### config.mk
export PLATFORM = sky130hd
export DESIGN_NAME = axis_adc_acq_ctrl_flat
export DESIGN_NICKNAME = d
export VERILOG_FILES = /design/src/rtl/adc_acq_pkg.sv /design/src/rtl/axis_adc_acq_ctrl_if.sv /design/src/rtl/axis_acq_outreg.sv /design/src/rtl/axis_adc_acq_ctrl.sv /design/src/flat_wrapper.sv
export SDC_FILE = /design/constraint.sdc
export NUM_CORES = 1
export LEC_CHECK = 0
export BUFFER_PORTS_ARGS = -buffer_cell sky130_fd_sc_hd__buf_2
export CAP_MARGIN = 30
export CORE_ASPECT_RATIO = 2
export CORE_MARGIN = 2
export CORE_UTILIZATION = 25
export CTS_BUF_LIST = sky130_fd_sc_hd__clkbuf_16
export DETAILED_ROUTE_END_ITERATION = 12
export GPL_ROUTABILITY_DRIVEN = 0
export GPL_TIMING_DRIVEN = 1
export SYNTH_ARGS = -nofsm -noshare
export SYNTH_HDL_FRONTEND = slang
export SYNTH_SLANG_ARGS = --single-unit
### constraint.sdc
create_clock -name in_adc_clk -period 4.5 [get_ports in_adc_clk]
set_input_delay 0 -clock in_adc_clk [delete_from_list [all_inputs] [get_ports in_adc_clk]]
set_output_delay 0 -clock in_adc_clk [all_outputs]
set_load 0.1 [all_outputs]
### src/rtl/adc_acq_pkg.sv
// Shared definitions for the ADC acquisition controller.
// Holds the default data/counter widths and the FSM state encodings that
// software reads back through out_state.
package adc_acq_pkg;

    localparam int unsigned DefAxisDataWidth = 32;
    localparam int unsigned DefCntWidth      = 16;
    localparam int unsigned DefDecimWidth    = 8;

    // FSM state encodings; the values are visible on out_state.
    localparam logic [2:0] StIdle    = 3'd0;
    localparam logic [2:0] StArmed   = 3'd1;
    localparam logic [2:0] StDelay   = 3'd2;
    localparam logic [2:0] StCapture = 3'd3;
    localparam logic [2:0] StDone    = 3'd4;

endpackage

### src/rtl/axis_adc_acq_ctrl_if.sv
// AXI-Stream style bundle used for the ADC input and the captured output.
// Ports (signals):
//   valid, data, last : driven by the master
//   ready             : driven by the slave
// The ADC side carries no end-of-packet marker, so the slave view omits last.
interface axis_adc_acq_ctrl_if
    import adc_acq_pkg::*;
#(
    parameter int unsigned DataWidth = DefAxisDataWidth
);

    logic                 valid;
    logic [DataWidth-1:0] data;
    logic                 last;
    logic                 ready;

    modport master (output valid, output data, output last, input ready);
    modport slave  (input valid, input data, output ready);

endinterface

### src/rtl/axis_acq_outreg.sv
// Single-entry output register for captured samples.
// Ports:
//   clk_i, rst_i : clock, synchronous active-high reset (discards any beat)
//   load_i       : a sample is due this cycle; data_i/last_i describe it
//   clr_ovf_i    : clear the sticky overflow flag
//   free_o       : register will be empty after this edge if nothing loads
//   m_axis       : captured stream (valid/data/last held until ready)
//   overflow_o   : sticky, set when a due sample finds the register blocked
module axis_acq_outreg
    import adc_acq_pkg::*;
#(
    parameter int unsigned DataWidth = DefAxisDataWidth
) (
    input  logic                 clk_i,
    input  logic                 rst_i,
    input  logic                 load_i,
    input  logic                 last_i,
    input  logic [DataWidth-1:0] data_i,
    input  logic                 clr_ovf_i,
    output logic                 free_o,
    axis_adc_acq_ctrl_if.master  m_axis,
    output logic                 overflow_o
);

    logic                 valid_q, valid_d;
    logic                 last_q, last_d;
    logic                 ovf_q, ovf_d;
    logic [DataWidth-1:0] data_q, data_d;

    assign free_o = ~valid_q | m_axis.ready;

    always_comb begin
        valid_d = valid_q;
        last_d  = last_q;
        data_d  = data_q;
        ovf_d   = ovf_q;
        if (load_i && free_o) begin
            valid_d = 1'b1;
            data_d  = data_i;
            last_d  = last_i;
        end else if (m_axis.ready) begin
            valid_d = 1'b0;
            last_d  = 1'b0;
        end
        // A blocked sample is lost; the FSM still counts it toward length.
        if (clr_ovf_i) begin
            ovf_d = 1'b0;
        end else if (load_i && !free_o) begin
            ovf_d = 1'b1;
        end
    end

    always_ff @(posedge clk_i) begin
        if (rst_i) begin
            valid_q <= 1'b0;
            last_q  <= 1'b0;
            data_q  <= '0;
            ovf_q   <= 1'b0;
        end else begin
            valid_q <= valid_d;
            last_q  <= last_d;
            data_q  <= data_d;
            ovf_q   <= ovf_d;
        end
    end

    assign m_axis.valid = valid_q;
    assign m_axis.data  = data_q;
    assign m_axis.last  = last_q;
    assign overflow_o   = ovf_q;

endmodule

### src/rtl/axis_adc_acq_ctrl.sv
// Triggered ADC acquisition controller.
// Arm latches delay/length/decimation; a trigger rising edge starts a
// post-trigger delay, then decimated samples are captured into a single-entry
// output register until length samples have been counted.
// Ports:
//   in_adc_clk, in_rst      : clock, synchronous active-high reset
//   in_arm, in_abort        : start request (IDLE only), abort level
//   in_trig                 : trigger level, synchronous to in_adc_clk
//   in_delay/length/decim   : acquisition parameters, latched at arm
//   s_axis                  : ADC sample stream (always accepted)
//   m_axis                  : captured sample stream
//   out_busy/done/overflow  : status; out_state is the raw FSM state
module axis_adc_acq_ctrl
    import adc_acq_pkg::*;
#(
    parameter int unsigned INT_AXIS_DATA_WIDTH = DefAxisDataWidth,
    parameter int unsigned INT_CNT_WIDTH       = DefCntWidth,
    parameter int unsigned INT_DECIM_WIDTH     = DefDecimWidth
) (
    input  logic                       in_adc_clk,
    input  logic                       in_rst,
    input  logic                       in_arm,
    input  logic                       in_abort,
    input  logic                       in_trig,
    input  logic [INT_CNT_WIDTH-1:0]   in_delay,
    input  logic [INT_CNT_WIDTH-1:0]   in_length,
    input  logic [INT_DECIM_WIDTH-1:0] in_decim,
    axis_adc_acq_ctrl_if.slave         s_axis,
    axis_adc_acq_ctrl_if.master        m_axis,
    output logic                       out_busy,
    output logic                       out_done,
    output logic                       out_overflow,
    output logic [2:0]                 out_state
);

    localparam logic [INT_CNT_WIDTH-1:0]   CntOne   = {{(INT_CNT_WIDTH-1){1'b0}}, 1'b1};
    localparam logic [INT_DECIM_WIDTH-1:0] DecimOne = {{(INT_DECIM_WIDTH-1){1'b0}}, 1'b1};

    logic [2:0]                 state_q, state_d;
    logic                       trig_q;
    logic                       done_q, done_d;
    logic [INT_CNT_WIDTH-1:0]   delay_q, delay_d;
    logic [INT_CNT_WIDTH-1:0]   length_q, length_d;
    logic [INT_DECIM_WIDTH-1:0] decim_q, decim_d;
    logic [INT_CNT_WIDTH-1:0]   delay_cnt_q, delay_cnt_d;
    logic [INT_CNT_WIDTH-1:0]   sample_cnt_q, sample_cnt_d;
    logic [INT_DECIM_WIDTH-1:0] decim_cnt_q, decim_cnt_d;

    logic take, take_last, clr_ovf, out_free, trig_edge;

    // The ADC reader cannot be back-pressured; samples are dropped instead.
    assign s_axis.ready = 1'b1;
    assign trig_edge    = in_trig & ~trig_q;

    always_comb begin
        state_d      = state_q;
        delay_d      = delay_q;
        length_d     = length_q;
        decim_d      = decim_q;
        delay_cnt_d  = delay_cnt_q;
        sample_cnt_d = sample_cnt_q;
        decim_cnt_d  = decim_cnt_q;
        done_d       = 1'b0;
        take         = 1'b0;
        take_last    = 1'b0;
        clr_ovf      = 1'b0;
        if (in_abort) begin
            state_d = StIdle;
        end else begin
            unique case (state_q)
                StIdle: begin
                    if (in_arm) begin
                        state_d      = StArmed;
                        delay_d      = in_delay;
                        length_d     = in_length;
                        decim_d      = in_decim;
                        delay_cnt_d  = '0;
                        sample_cnt_d = '0;
                        decim_cnt_d  = '0;
                        clr_ovf      = 1'b1;
                    end
                end
                StArmed: begin
                    if (trig_edge) begin
                        state_d = (delay_q == '0) ? StCapture : StDelay;
                    end
                end
                StDelay: begin
                    // delay_q >= 1 here, so delay_q - 1 cannot wrap.
                    if (delay_cnt_q == delay_q - CntOne) begin
                        state_d = StCapture;
                    end else begin
                        delay_cnt_d = delay_cnt_q + CntOne;
                    end
                end
                StCapture: begin
                    if (length_q == '0) begin
                        state_d = StDone;
                    end else if (s_axis.valid) begin
                        decim_cnt_d = (decim_cnt_q == decim_q) ? '0 : decim_cnt_q + DecimOne;
                        if (decim_cnt_q == '0) begin
                            take      = 1'b1;
                            take_last = (sample_cnt_q == length_q - CntOne);
                            if (take_last) begin
                                state_d = StDone;
                            end else begin
                                sample_cnt_d = sample_cnt_q + CntOne;
                            end
                        end
                    end
                end
                StDone: begin
                    // Register empties at this edge, so done lands as busy drops.
                    if (out_free) begin
                        state_d = StIdle;
                        done_d  = 1'b1;
                    end
                end
                default: state_d = StIdle;
            endcase
        end
    end

    always_ff @(posedge in_adc_clk) begin
        if (in_rst) begin
            state_q      <= StIdle;
            trig_q       <= 1'b0;
            done_q       <= 1'b0;
            delay_q      <= '0;
            length_q     <= '0;
            decim_q      <= '0;
            delay_cnt_q  <= '0;
            sample_cnt_q <= '0;
            decim_cnt_q  <= '0;
        end else begin
            state_q      <= state_d;
            trig_q       <= in_trig;
            done_q       <= done_d;
            delay_q      <= delay_d;
            length_q     <= length_d;
            decim_q      <= decim_d;
            delay_cnt_q  <= delay_cnt_d;
            sample_cnt_q <= sample_cnt_d;
            decim_cnt_q  <= decim_cnt_d;
        end
    end

    axis_acq_outreg #(
        .DataWidth (INT_AXIS_DATA_WIDTH)
    ) u_outreg (
        .clk_i      (in_adc_clk),
        .rst_i      (in_rst),
        .load_i     (take),
        .last_i     (take_last),
        .data_i     (s_axis.data),
        .clr_ovf_i  (clr_ovf),
        .free_o     (out_free),
        .m_axis     (m_axis),
        .overflow_o (out_overflow)
    );

    assign out_busy  = (state_q != StIdle);
    assign out_done  = done_q;
    assign out_state = state_q;

endmodule

### src/flat_wrapper.sv
// flat-port wrapper written by rule: the top's interface ports become plain ports
module axis_adc_acq_ctrl_flat import adc_acq_pkg::*;
#(
    parameter int unsigned INT_AXIS_DATA_WIDTH = DefAxisDataWidth,
    parameter int unsigned INT_CNT_WIDTH       = DefCntWidth,
    parameter int unsigned INT_DECIM_WIDTH     = DefDecimWidth
)
  (in_adc_clk, in_rst, in_arm, in_abort, in_trig, in_delay, in_length, in_decim, out_busy, out_done, out_overflow, out_state, s_axis_valid, s_axis_data, s_axis_ready, m_axis_valid, m_axis_data, m_axis_last, m_axis_ready);
  axis_adc_acq_ctrl_if #(.DataWidth((32))) s_axis_i ();
  axis_adc_acq_ctrl_if #(.DataWidth((32))) m_axis_i ();
  input  logic in_adc_clk;
  input  logic in_rst;
  input  logic in_arm;
  input  logic in_abort;
  input  logic in_trig;
  input  logic [INT_CNT_WIDTH-1:0] in_delay;
  input  logic [INT_CNT_WIDTH-1:0] in_length;
  input  logic [INT_DECIM_WIDTH-1:0] in_decim;
  output logic out_busy;
  output logic out_done;
  output logic out_overflow;
  output logic [2:0] out_state;
  input wire logic [$bits(s_axis_i.valid)-1:0] s_axis_valid;
  input wire logic [$bits(s_axis_i.data)-1:0] s_axis_data;
  output wire logic [$bits(s_axis_i.ready)-1:0] s_axis_ready;
  output wire logic [$bits(m_axis_i.valid)-1:0] m_axis_valid;
  output wire logic [$bits(m_axis_i.data)-1:0] m_axis_data;
  output wire logic [$bits(m_axis_i.last)-1:0] m_axis_last;
  input wire logic [$bits(m_axis_i.ready)-1:0] m_axis_ready;
  assign s_axis_i.valid = s_axis_valid;
  assign s_axis_i.data = s_axis_data;
  assign s_axis_ready = s_axis_i.ready;
  assign m_axis_valid = m_axis_i.valid;
  assign m_axis_data = m_axis_i.data;
  assign m_axis_last = m_axis_i.last;
  assign m_axis_i.ready = m_axis_ready;
  axis_adc_acq_ctrl #(.INT_AXIS_DATA_WIDTH(INT_AXIS_DATA_WIDTH), .INT_CNT_WIDTH(INT_CNT_WIDTH), .INT_DECIM_WIDTH(INT_DECIM_WIDTH)) u_core (.in_adc_clk(in_adc_clk), .in_rst(in_rst), .in_arm(in_arm), .in_abort(in_abort), .in_trig(in_trig), .in_delay(in_delay), .in_length(in_length), .in_decim(in_decim), .s_axis(s_axis_i), .m_axis(m_axis_i), .out_busy(out_busy), .out_done(out_done), .out_overflow(out_overflow), .out_state(out_state));
endmodule
==> impl_metrics.env, run 1 <==
export IMPL_io_pins=120
export IMPL_path_buf_inv=0
export IMPL_cts_buffer_depth=2
export IMPL_critPathSlowestCell="or4_4"
export IMPL_numCtsBuffers=17
export IMPL_numPortBuffers=118
export IMPL_hold_viol=0
export IMPL_setup_viol=0
export IMPL_leakage_uw=0.00323
export IMPL_clk_insertion_delay_late_ns=0.42
export IMPL_core_area_um2=24800
export IMPL_nNetsFinal=1051
export IMPL_insertedDiodeCount=0
export IMPL_n_fill_cell=2628
export IMPL_worstPathRequired_ns=4.83
export IMPL_antenna_left=0
export IMPL_outcome="finished, final reports clean"
export IMPL_finalMaxSlewViolations=0
export IMPL_yosysSeqAreaShare_pct=38.4
export IMPL_slew_headroom_pct=32.0
export IMPL_drive_gt1_share_pct=18.0
export IMPL_worst_path_max_fanout=9
export IMPL_reg2reg_from="u_core.delay_q[2]"
export IMPL_cp_end_kind="register"
export IMPL_grt_max_degree=43
export IMPL_async_flop_share_pct=0
export IMPL_dieArea_um2=26400
export IMPL_syn_num_nets=885
export IMPL_initial_utilization_pct=25.2
export IMPL_finalInstanceArea_um2=8480
export IMPL_powerDensity_nw_per_um2=343
export IMPL_wl_um=18600
export IMPL_p_int_uw=2180
export IMPL_synthCells=799
export IMPL_tns_ns=0
export IMPL_die_x_um=116
export IMPL_crit_path_start="u_core.delay_q[2]"
export IMPL_min_delay_start="s_axis_valid"
export IMPL_synth_warnings=0
export IMPL_skew_ns=0.0100
export IMPL_synth_edf_count=0
export IMPL_cap_violations=0
export IMPL_cts_clk_slew_worst_paths_ns=0.06
export IMPL_arrival_ns=3.61
export IMPL_vias_per_cell=4.80
export IMPL_firstDrtPassIters=5
export IMPL_area_growth_pct=35.4
export IMPL_max_stage_delay_ns=0.62
export IMPL_grt_pass1_wl_um=30900
export IMPL_synth_seq_cells=120
export IMPL_path_class="reg -> reg"
export IMPL_crit_chain="or4_4 > nor4_4 > xor2_1 > o211ai_1 > a2111o_1 > nand3_2 > or4_1 > a21oi_1"
export IMPL_period_needed_ns=3.28
export IMPL_syn_area_um2=6260
export IMPL_fin_crit_sh_pct=72.9
export IMPL_min_path_type="in -> reg"
export IMPL_power_total_uw=2910
export IMPL_sw_frac_of_total_pct=25.2
export IMPL_cts_htree_levels=4
export IMPL_synthDistinctLibCells=63
export IMPL_cts_root_buf="clkbuf_16"
export IMPL_drc=0
export IMPL_cts_tree="done"
export IMPL_crit_family="simple AND/OR/NAND/NOR gates"
export IMPL_p_comb_share_pct=13.1
export IMPL_p_sw_uw=734
export IMPL_num_vias=6307
export IMPL_die_y_um=228
export IMPL_rsz0062_at_grt="no"
export IMPL_cp_start_kind="register"
export IMPL_grt_antenna_before_repair=0
export IMPL_dp_hpwl_um=12800
export IMPL_clkPwrFrac_pct=48.5
export IMPL_ir_drop_mv=0.263
export IMPL_dpl_cell_area_um2=7130
export IMPL_synth_area_per_cell_um2=7.83
export IMPL_drtIter0Drc=333
export IMPL_worst_slew_pin_slew_ns=1.02
export IMPL_track_usage_pct=14.5
export IMPL_synth_ff_type="dfxtp_1"
export IMPL_fmax_ghz=0.305
export IMPL_grt_pass1_vias=6326
export IMPL_overflow=0
export IMPL_post_drt_wl_per_cell_um=14.2
export IMPL_core_rowCount=82
export IMPL_pwr_share_seq_pct=38.4
export IMPL_cts_sinks=120
synth_stat cells (9+ instances only):
cell	instances	area, µm²
o31ai_1	12	90.1
nand4_1	16	100
clkbuf_1	41	154
o211ai_1	9	67.6
a21oi_1	104	521
nand3_1	23	115
nand2_1	183	687
dfxtp_1	120	2400
nor3_1	13	65.1
xor2_1	23	201
xnor2_1	36	315
or4_1	21	158
o21ai_0	13	65.1
or3_1	14	87.6
nor2_1	35	131
inv_1	23	86.3
worst register-to-register path, stage by stage (launching register included):
cell and delay [ns]:
dfxtp_1 0.42, or4_4 0.62, nor4_4 0.35, xor2_1 0.11, o211ai_1 0.19, a2111o_1 0.52, nand3_2 0.25, or4_1 0.57
a21oi_1 0.16
final timing paths:
| check | end | slack, ns | depth (start not counted) |
|---|---|---|---|
| setup / recovery | u_core.delay_cnt_q[11] | 1.22 | 8 |
| hold / removal | u_core.u_outreg.m_axis.valid | 0.07 | 4 |
| setup reg to reg | u_core.delay_cnt_q[11] | 1.22 | 8 |
| hold reg to reg | u_core.u_outreg.m_axis.data[1] | 0.45 | 2 |
metrics by stage:
step	hold slack, ns	instances	util (%)	setup WS, ns
global route	0.0820	1313	34.1	1.01
floorplan	0.128	799	-	0.758
global placement	0.241	1206	28.5	1.37
CTS	0.0439	1313	34.1	1.23
detailed placement	0.246	1208	28.7	1.25
finish	0.0701	1313	34.1	1.22
registers in the layout, summed over array words and instances, names as in the netlist:
name and flops:
u_core.out_state 3, u_core.out_done 1, u_core.delay_q 16, u_core.delay_cnt_q 16, u_core.u_outreg.m_axis.last 1, u_core.u_outreg.overflow_o 1, u_core.u_outreg.m_axis.data 32, u_core.length_q 16
u_core.decim_q 8, u_core.u_outreg.m_axis.valid 1, u_core.decim_cnt_q 8, u_core.trig_q 1, u_core.sample_cnt_q 16
power groups by stage:
stage,Clock (µW),Sequential (µW),Combinational [µW]
6_report,1410,1120,380
3_5_place_dp,0,1140,327
2_1_floorplan,0,1130,244
3_3_place_gp,0,1140,321
5_1_grt,1500,1120,417
4_1_cts,1450,1120,379
cell usage in the layout, fill, tap and decap left out, types with 5 or more instances in the layout:
cell type,n
nor4_1,7
dlygate4sd3_1,74
inv_1,24
ha_1,7
a31oi_1,5
and2_1,6
nor2_1,34
dfxtp_1,120
nand2b_1,5
a21oi_1,104
or4_1,21
buf_4,6
and3_1,7
nand3_1,23
o211ai_1,9
nor3_1,12
or3_1,14
nand4_1,16
xnor2_1,36
clkbuf_16,17
xor2_1,23
nand2_1,183
buf_2,118
o21ai_0,13
o31ai_1,12
layout make-up:
cell class | instances | area, µm² | share of cell area [%]
sequential | 120 | 2400 | 28.3
clock buffer | 17 | 425 | 5.02
inverter | 23 | 86.3 | 1.02
timing repair buffer | 200 | 1420 | 16.8
clock inverter | 14 | 184 | 2.17
tap | 336 | 420 | 4.96
multi-input combinational | 603 | 3540 | 41.7
routing by layer:
layer	track usage [%]	share of wire (%)	vias to the layer above
li1	-	-	3133
met3	4.25	6.7	18
met5	0	0	-
met1	18.5	44	2953
met4	3.98	1.3	0
met2	23.6	48	203
cells by family (layout without fill, tap and decap cells):
kind of cell | Yosys count | after routing | share of synthesized area [%]
AO/OA/AOI/OAI | 174 | 174 | 17.2
XOR/XNOR | 59 | 59 | 8.25
adder cells (fa/ha/maj) | 7 | 7 | 1.40
buffers and inverters | 76 | 254 | 5.26
flip-flops | 120 | 120 | 38.4
multiplexers | 5 | 5 | 0.879
other | 1 | 1 | 0.0599
AND/OR/NAND/NOR | 357 | 357 | 28.6
what timing repair did:
item                                   4_1_cts  5_1_grt
endpoints found under the hold margin       75        0
gates resized for setup                      0        0
hold buffers                                74        0
setup buffers                                0        0
Power figures use the tool's default switching activity.
==> inputs of run 2 (changes only) <==
--- a/config.mk
+++ b/config.mk
@@ -5,6 +5,7 @@
 export SDC_FILE = /design/constraint.sdc
 export NUM_CORES = 1
 export LEC_CHECK = 0
+export ABC_AREA = 1
 export BUFFER_PORTS_ARGS = -buffer_cell sky130_fd_sc_hd__buf_2
 export CAP_MARGIN = 30
 export CORE_ASPECT_RATIO = 2
==> constraint.sdc (replaced) <==
create_clock -name in_adc_clk -period 2.94 [get_ports in_adc_clk]
set_input_delay 0 -clock in_adc_clk [delete_from_list [all_inputs] [get_ports in_adc_clk]]
set_output_delay 0 -clock in_adc_clk [all_outputs]
set_load 0.1 [all_outputs]
==> run 2 against run 1 <==
  * Wire length rose by 19%
  * Via count rose by 13%
  * Critical path depth rose by 8
  * Final cell count rose by 19%
  * Sequential power rose by 62%
  * Critical endpoint is now u_core.sample_cnt_q[15]
  * Largest cell class unchanged
==> impl_metrics.env, run 2 <==
export IMPL_powerDensity_nw_per_um2=569
export IMPL_synth_most_common_cell="nor2_1"
export IMPL_worst_path_max_fanout=21
export IMPL_layout_commonest_cell="nor2_1"
export IMPL_placed_cells=1452
export IMPL_dieArea_um2=27900
export IMPL_synth_seq_cells=120
export IMPL_numCtsBuffers=17
export IMPL_post_drt_wl_per_cell_um=14.2
export IMPL_multiInputGateArea_um2=3690
export IMPL_worst_slew_pin_slew_ns=0.885
export IMPL_path_class="reg -> reg"
export IMPL_ir_drop_mv=0.393
export IMPL_yosysTopAreaCell="dfxtp_1"
export IMPL_antenna_left=0
export IMPL_firstDrtPassIters=5
export IMPL_fmax_ghz=0.390
export IMPL_power_total_uw=5060
export IMPL_fin_crit_sh_pct=87.2
export IMPL_fin_cells=1562
export IMPL_area_growth_pct=34.2
export IMPL_core_area_um2=26200
export IMPL_synthCells=1016
export IMPL_n_fill_cell=2785
export IMPL_initial_utilization_pct=25.3
export IMPL_drive_gt1_share_pct=16.8
export IMPL_slew_headroom_pct=40.5
export IMPL_cts_clk_slew_worst_paths_ns=0.06
export IMPL_synth_ff_type="dfxtp_1"
export IMPL_numPortBuffers=118
export IMPL_cap_violations=0
export IMPL_synth_edf_count=0
export IMPL_drc=0
export IMPL_cp_start_kind="register"
export IMPL_cts_buffer_depth=2
export IMPL_track_usage_pct=15.8
export IMPL_period_needed_ns=2.56
export IMPL_num_vias=7098
export IMPL_nNetsFinal=1290
export IMPL_grt_max_degree=50
export IMPL_critPathSlowestCell="dfxtp_1"
export IMPL_finalMaxSlewViolations=0
export IMPL_pre_cts_ws_ns=0.237
export IMPL_arrival_ns=2.92
export IMPL_die_y_um=234
export IMPL_fin_ws_ns=0.377
export IMPL_path_common_cell="nand2_1"
export IMPL_drtIter0Drc=433
export IMPL_leakage_uw=0.00390
export IMPL_yosys_top_cells_area="dfxtp_1 (36%), nor2_1 (12%), nand2_1 (11%), o21ai_0 (5.8%), nand3_1 (5.3%)"
export IMPL_rsz0062_at_grt="no"
export IMPL_crit_family="simple AND/OR/NAND/NOR gates"
export IMPL_clk_insertion_delay_late_ns=0.43
export IMPL_dp_hpwl_um=16600
export IMPL_vias_per_cell=4.54
export IMPL_overflow=0
export IMPL_layout_common_cells="nor2_1 (217), nand2_1 (203), dfxtp_1 (120)"
export IMPL_io_pins=120
export IMPL_netlist_top_cells_count="nor2_1 (217), nand2_1 (203), dfxtp_1 (120), inv_1 (84), o21ai_0 (77)"
export IMPL_syn_num_nets=1102
export IMPL_grt_antenna_before_repair=1
export IMPL_async_flop_share_pct=0
export IMPL_syn_area_um2=6630
export IMPL_die_x_um=119
export IMPL_crit_chain="inv_1 > ha_1 > nand2_1 > nor2_2 > nand2_1 > o21ai_0 > nand2_1 > nor2_1 > nand3_1 > nor2_2 > nand2_1 > nand2_1 > nand2_4 > inv_4 > nand2_1 > a21oi_1"
export IMPL_min_path_type="in -> reg"
export IMPL_cts_sinks=120
export IMPL_grt_pass1_wl_um=34200
export IMPL_skew_ns=0.00770
export IMPL_cts_htree_levels=4
export IMPL_cp_end_kind="register"
export IMPL_worstPathRequired_ns=3.30
export IMPL_cts_setup_buffers=0
export IMPL_wl_um=22200
export IMPL_netlist_area_leader_share_pct=36.2
export IMPL_core_rowCount=84
export IMPL_tns_ns=0
export IMPL_grt_pass1_vias=6999
export IMPL_hold_viol=0
export IMPL_synthDistinctLibCells=42
export IMPL_setup_viol=0
export IMPL_cts_tree="done"
export IMPL_outcome="finished, final reports clean"
export IMPL_cts_root_buf="clkbuf_16"
export IMPL_max_stage_delay_ns=0.31
export IMPL_synth_area_per_cell_um2=6.53
export IMPL_path_buf_inv=2
export IMPL_seq_area_um2=2400
export IMPL_largest_reg_flops=32
export IMPL_yosysSeqAreaShare_pct=36.2
export IMPL_synth_warnings=0
[run 2: cell types whose count changed in the layout (fill, tap and decap cells not counted), moves of 10 or more]
cell     change
nand2_1     +20
o21ai_0     +64
or4_1       -21
or3_1       -14
xnor2_1     -20
o31ai_1     -12
a21oi_1     -45
nand4_1     -10
nor2_1     +183
nand3_1     +47
inv_1       +59
[run 2: final timing paths]
| path | start | end | slack [ns] | cells past startpoint |
|---|---|---|---|---|
| worst max-delay path | u_core.length_q[0] | u_core.sample_cnt_q[15] | 0.38 | 16 |
| worst max register to register | u_core.length_q[0] | u_core.sample_cnt_q[15] | 0.38 | 16 |
| worst min-delay path | in_rst | u_core.trig_q | 0.1 | 3 |
| worst min register to register | u_core.u_outreg.overflow_o | u_core.u_outreg.overflow_o | 0.47 | 2 |
[run 2: area by class of cell]
cell class | count | share of cell area, %
Timing Repair Buffer | 205 | 16.3
Tap cell | 344 | 4.84
Multi-Input combinational cell | 765 | 41.5
Inverter | 95 | 4.07
Clock inverter | 15 | 1.45
Antenna cell | 1 | 0.0281
Clock buffer | 17 | 4.78
Sequential cell | 120 | 27.0
[run 2: power breakdown]
part           internal (µW)  switching [µW]  total (µW)
clock network           1110             889        2000
registers               1710            92.3        1810
logic                    440             820        1260
[run 2: kinds of logic (layout without fill, tap and decap cells)]
logic type               Yosys count  count (layout)  share of synthesized area, %
AND/OR/NAND/NOR                  566             566                          36.8
other                              1               2                        0.0566
XOR/XNOR                          48              48                          6.34
AO/OA/AOI/OAI                    143             143                          11.2
adder cells (fa/ha/maj)            7               7                          1.32
buffers and inverters            131             332                          8.11
flip-flops                       120             120                          36.2
[run 2: what timing repair did]
item                                    in CTS  in global routing
endpoints found under the hold margin       80                  0
gates resized for setup                      0                  2
hold buffers                                77                  0
endpoints found under the setup margin       0                 11
[run 2: stage by stage]
step	area [µm²]	util (%)	hold slack, ns
after detailed placement	7560	28.9	0.228
after global placement	7560	28.9	0.222
after CTS	8880	34.0	0.0856
after global routing	8890	34.0	0.133
final	8890	34.0	0.0993
after floorplan	6630	-	0.0785
[run 2: layer usage]
metal	global-route usage [%]	part of all wire (%)
met2	30.7	56
met5	0	0
met1	14.4	35
met3	2.55	2.6
met4	11.8	6.6
[run 2: worst register-to-register path: stages, from the launching register on]
cell and delay [ns]:
dfxtp_1 0.31, inv_1 0.16, ha_1 0.22, nand2_1 0.11, nor2_2 0.21, nand2_1 0.08
o21ai_0 0.18, nand2_1 0.08, nor2_1 0.10, nand3_1 0.11, nor2_2 0.17, nand2_1 0.09
nand2_1 0.13, nand2_4 0.17, inv_4 0.17, nand2_1 0.07, a21oi_1 0.14
==> inputs of run 3 (changes only) <==
--- a/config.mk
+++ b/config.mk
@@ -8,10 +8,9 @@
 export ABC_AREA = 1
 export BUFFER_PORTS_ARGS = -buffer_cell sky130_fd_sc_hd__buf_2
 export CAP_MARGIN = 30
-export CORE_ASPECT_RATIO = 2
+export CORE_ASPECT_RATIO = 1.25
 export CORE_MARGIN = 2
 export CORE_UTILIZATION = 25
-export CTS_BUF_LIST = sky130_fd_sc_hd__clkbuf_16
 export DETAILED_ROUTE_END_ITERATION = 12
 export GPL_ROUTABILITY_DRIVEN = 0
 export GPL_TIMING_DRIVEN = 1
==> run 3 against run 2 <==
  * Critical path type unchanged
  * Sequential cell count is the same
  * Non-clock buffer count down 2
  * Largest power group unchanged
  * Hold slack got worse by 0.054 ns
  * Highest routed layer unchanged
  * Largest cell class unchanged
  * Critical path depth stayed put
==> impl_metrics.env, run 3 (same netlist as run 2, synthesis figures left out) <==
export IMPL_layout_commonest_cell="nor2_1"
export IMPL_cts_clk_slew_worst_paths_ns=0.06
export IMPL_antenna_left=0
export IMPL_slew_headroom_pct=37.8
export IMPL_hold_buffers=76
export IMPL_post_drt_wl_per_cell_um=13.1
export IMPL_path_common_cell="nand2_1"
export IMPL_powerDensity_nw_per_um2=588
export IMPL_vias_per_cell=4.50
export IMPL_initial_utilization_pct=25.4
export IMPL_tns_ns=0
export IMPL_numCtsBuffers=17
export IMPL_overflow=0
export IMPL_min_path_type="in -> reg"
export IMPL_wl_um=20400
export IMPL_core_rowCount=66
export IMPL_n_fill_cell=2842
export IMPL_die_y_um=186
export IMPL_arrival_ns=2.84
export IMPL_io_pins=120
export IMPL_rsz0062_at_grt="no"
export IMPL_fmax_ghz=0.401
export IMPL_r2r_end="u_core.sample_cnt_q[1]"
export IMPL_critPathSlowestCell="dfxtp_1"
export IMPL_largest_reg_flops=32
export IMPL_cp_start_kind="register"
export IMPL_layout_common_cells="nor2_1 (217), nand2_1 (203), dfxtp_1 (120)"
export IMPL_finalMaxSlewViolations=0
export IMPL_grt_pass1_wl_um=31800
export IMPL_max_stage_delay_ns=0.31
export IMPL_drive_gt1_share_pct=16.6
export IMPL_die_x_um=150
export IMPL_fin_crit_sh_pct=84.7
export IMPL_cts_root_buf="clkbuf_16"
export IMPL_track_usage_pct=14.4
export IMPL_path_class="reg -> reg"
export IMPL_r2r_cells=16
export IMPL_drc=0
export IMPL_cts_htree_levels=4
export IMPL_dieArea_um2=27800
export IMPL_cts_setup_buffers=0
export IMPL_placed_cells=1447
export IMPL_multiInputGateArea_um2=3690
export IMPL_cts_buffer_depth=2
export IMPL_skew_ns=0.00879
export IMPL_firstDrtPassIters=6
export IMPL_core_area_um2=26100
export IMPL_num_vias=7002
export IMPL_cap_violations=0
export IMPL_worst_slew_pin_slew_ns=0.931
export IMPL_nNetsFinal=1288
export IMPL_grt_pass1_vias=6444
export IMPL_period_needed_ns=2.49
export IMPL_crit_chain="inv_1 > ha_1 > nand2_1 > nor2_2 > nand2_1 > o21ai_0 > nand2_1 > nor2_1 > nand3_1 > nor2_2 > nand2_1 > nand2_1 > nand2_2 > inv_2 > nand2_1 > a21oi_1"
export IMPL_leakage_uw=0.00391
export IMPL_outcome="finished, final reports clean"
export IMPL_ir_drop_mv=0.333
export IMPL_area_growth_pct=34.8
export IMPL_grt_max_degree=60
export IMPL_insertedDiodeCount=0
export IMPL_drtIter0Drc=493
export IMPL_cts_sinks=120
export IMPL_fin_cells=1555
export IMPL_dp_hpwl_um=14600
export IMPL_cp_endpoint="u_core.sample_cnt_q[1]"
export IMPL_setup_viol=0
export IMPL_cp_end_kind="register"
export IMPL_clk_insertion_delay_late_ns=0.42
export IMPL_crit_path_start="u_core.length_q[0]"
export IMPL_worst_path_max_fanout=21
export IMPL_cts_resized=0
export IMPL_numPortBuffers=118
export IMPL_grt_antenna_before_repair=0
export IMPL_hold_viol=0
export IMPL_cts_tree="done"
export IMPL_reg2reg_from="u_core.length_q[0]"
export IMPL_seq_area_um2=2400
export IMPL_worstPathRequired_ns=3.29
export IMPL_r2r_setup_slack_ns=0.45
-- run 3: cell types whose count changed in the layout (fill, tap and decap cells not counted), sizes merged --
cell         before  now
diode             1    0
clkbuf           17   18
buf             128  127
clkinv            6    8
bufinv            0    4
inv             103   94
clkinvlp          1    3
dlygate4sd3      77   76
-- run 3: per-layer routing --
metal / GRT usage (%) / vias to the layer above / share of wire, %
met1: 17.5 / 3174 / 44
met5: 0 / - / 0
li1: - / 3612 / -
met4: 6.30 / 0 / 3.2
met3: 2.97 / 40 / 4.3
met2: 24.4 / 176 / 49
-- run 3: worst min path at each step --
stage	startpoint	to	slack [ns]	cells past startpoint
after floorplan	in_abort	u_core.out_done	0.08	1
after global placement	s_axis_data[11]	u_core.u_outreg.m_axis.data[11]	0.22	3
after detailed placement	in_decim[1]	u_core.decim_q[1]	0.22	3
after CTS	s_axis_valid	u_core.u_outreg.m_axis.valid	0.03	5
after global routing	s_axis_valid	u_core.u_outreg.m_axis.valid	0.09	5
final	s_axis_valid	u_core.u_outreg.m_axis.valid	0.05	5
-- run 3: area by class of cell --
class	instances	share of cell area, %
repair buffers	203	16.0
multi-input cells	765	41.3
clock buffers	18	4.80
inverters	95	4.02
clock inverters	14	2.24
well taps	340	4.76
flip-flops and latches	120	26.9
-- run 3: where the power goes --
| part | internal, µW | total (µW) | leakage [µW] | switching (µW) |
|---|---|---|---|---|
| clock network | 1420 | 2240 | 0.000297 | 813 |
| registers | 1720 | 1810 | 0.000975 | 91.3 |
| logic | 429 | 1210 | 0.00264 | 782 |
| total | 3570 | 5260 | 0.00391 | 1690 |
-- run 3: worst max-delay path, delay by kind of cell, from the launching register on --
family | cells | cell delay, ns
buffers and inverters | 2 | 0.40
adder cells (fa/ha/maj) | 1 | 0.21
AO/OA/AOI/OAI | 2 | 0.27
AND/OR/NAND/NOR | 11 | 1.22
flip-flops | 1 | 0.31
-- run 3: stage by stage --
stage	worst slack [ns]	utilization [%]	power [µW]	hold slack (ns)	area (µm²)
after floorplan	0.0641	-	2700	0.0785	6630
after global placement	0.494	28.9	2960	0.222	7550
after detailed placement	0.436	28.9	2970	0.224	7550
after CTS	0.435	34.2	5320	0.0255	8940
after global routing	0.0300	34.2	5550	0.0858	8940
final	0.449	34.2	5260	0.0457	8940
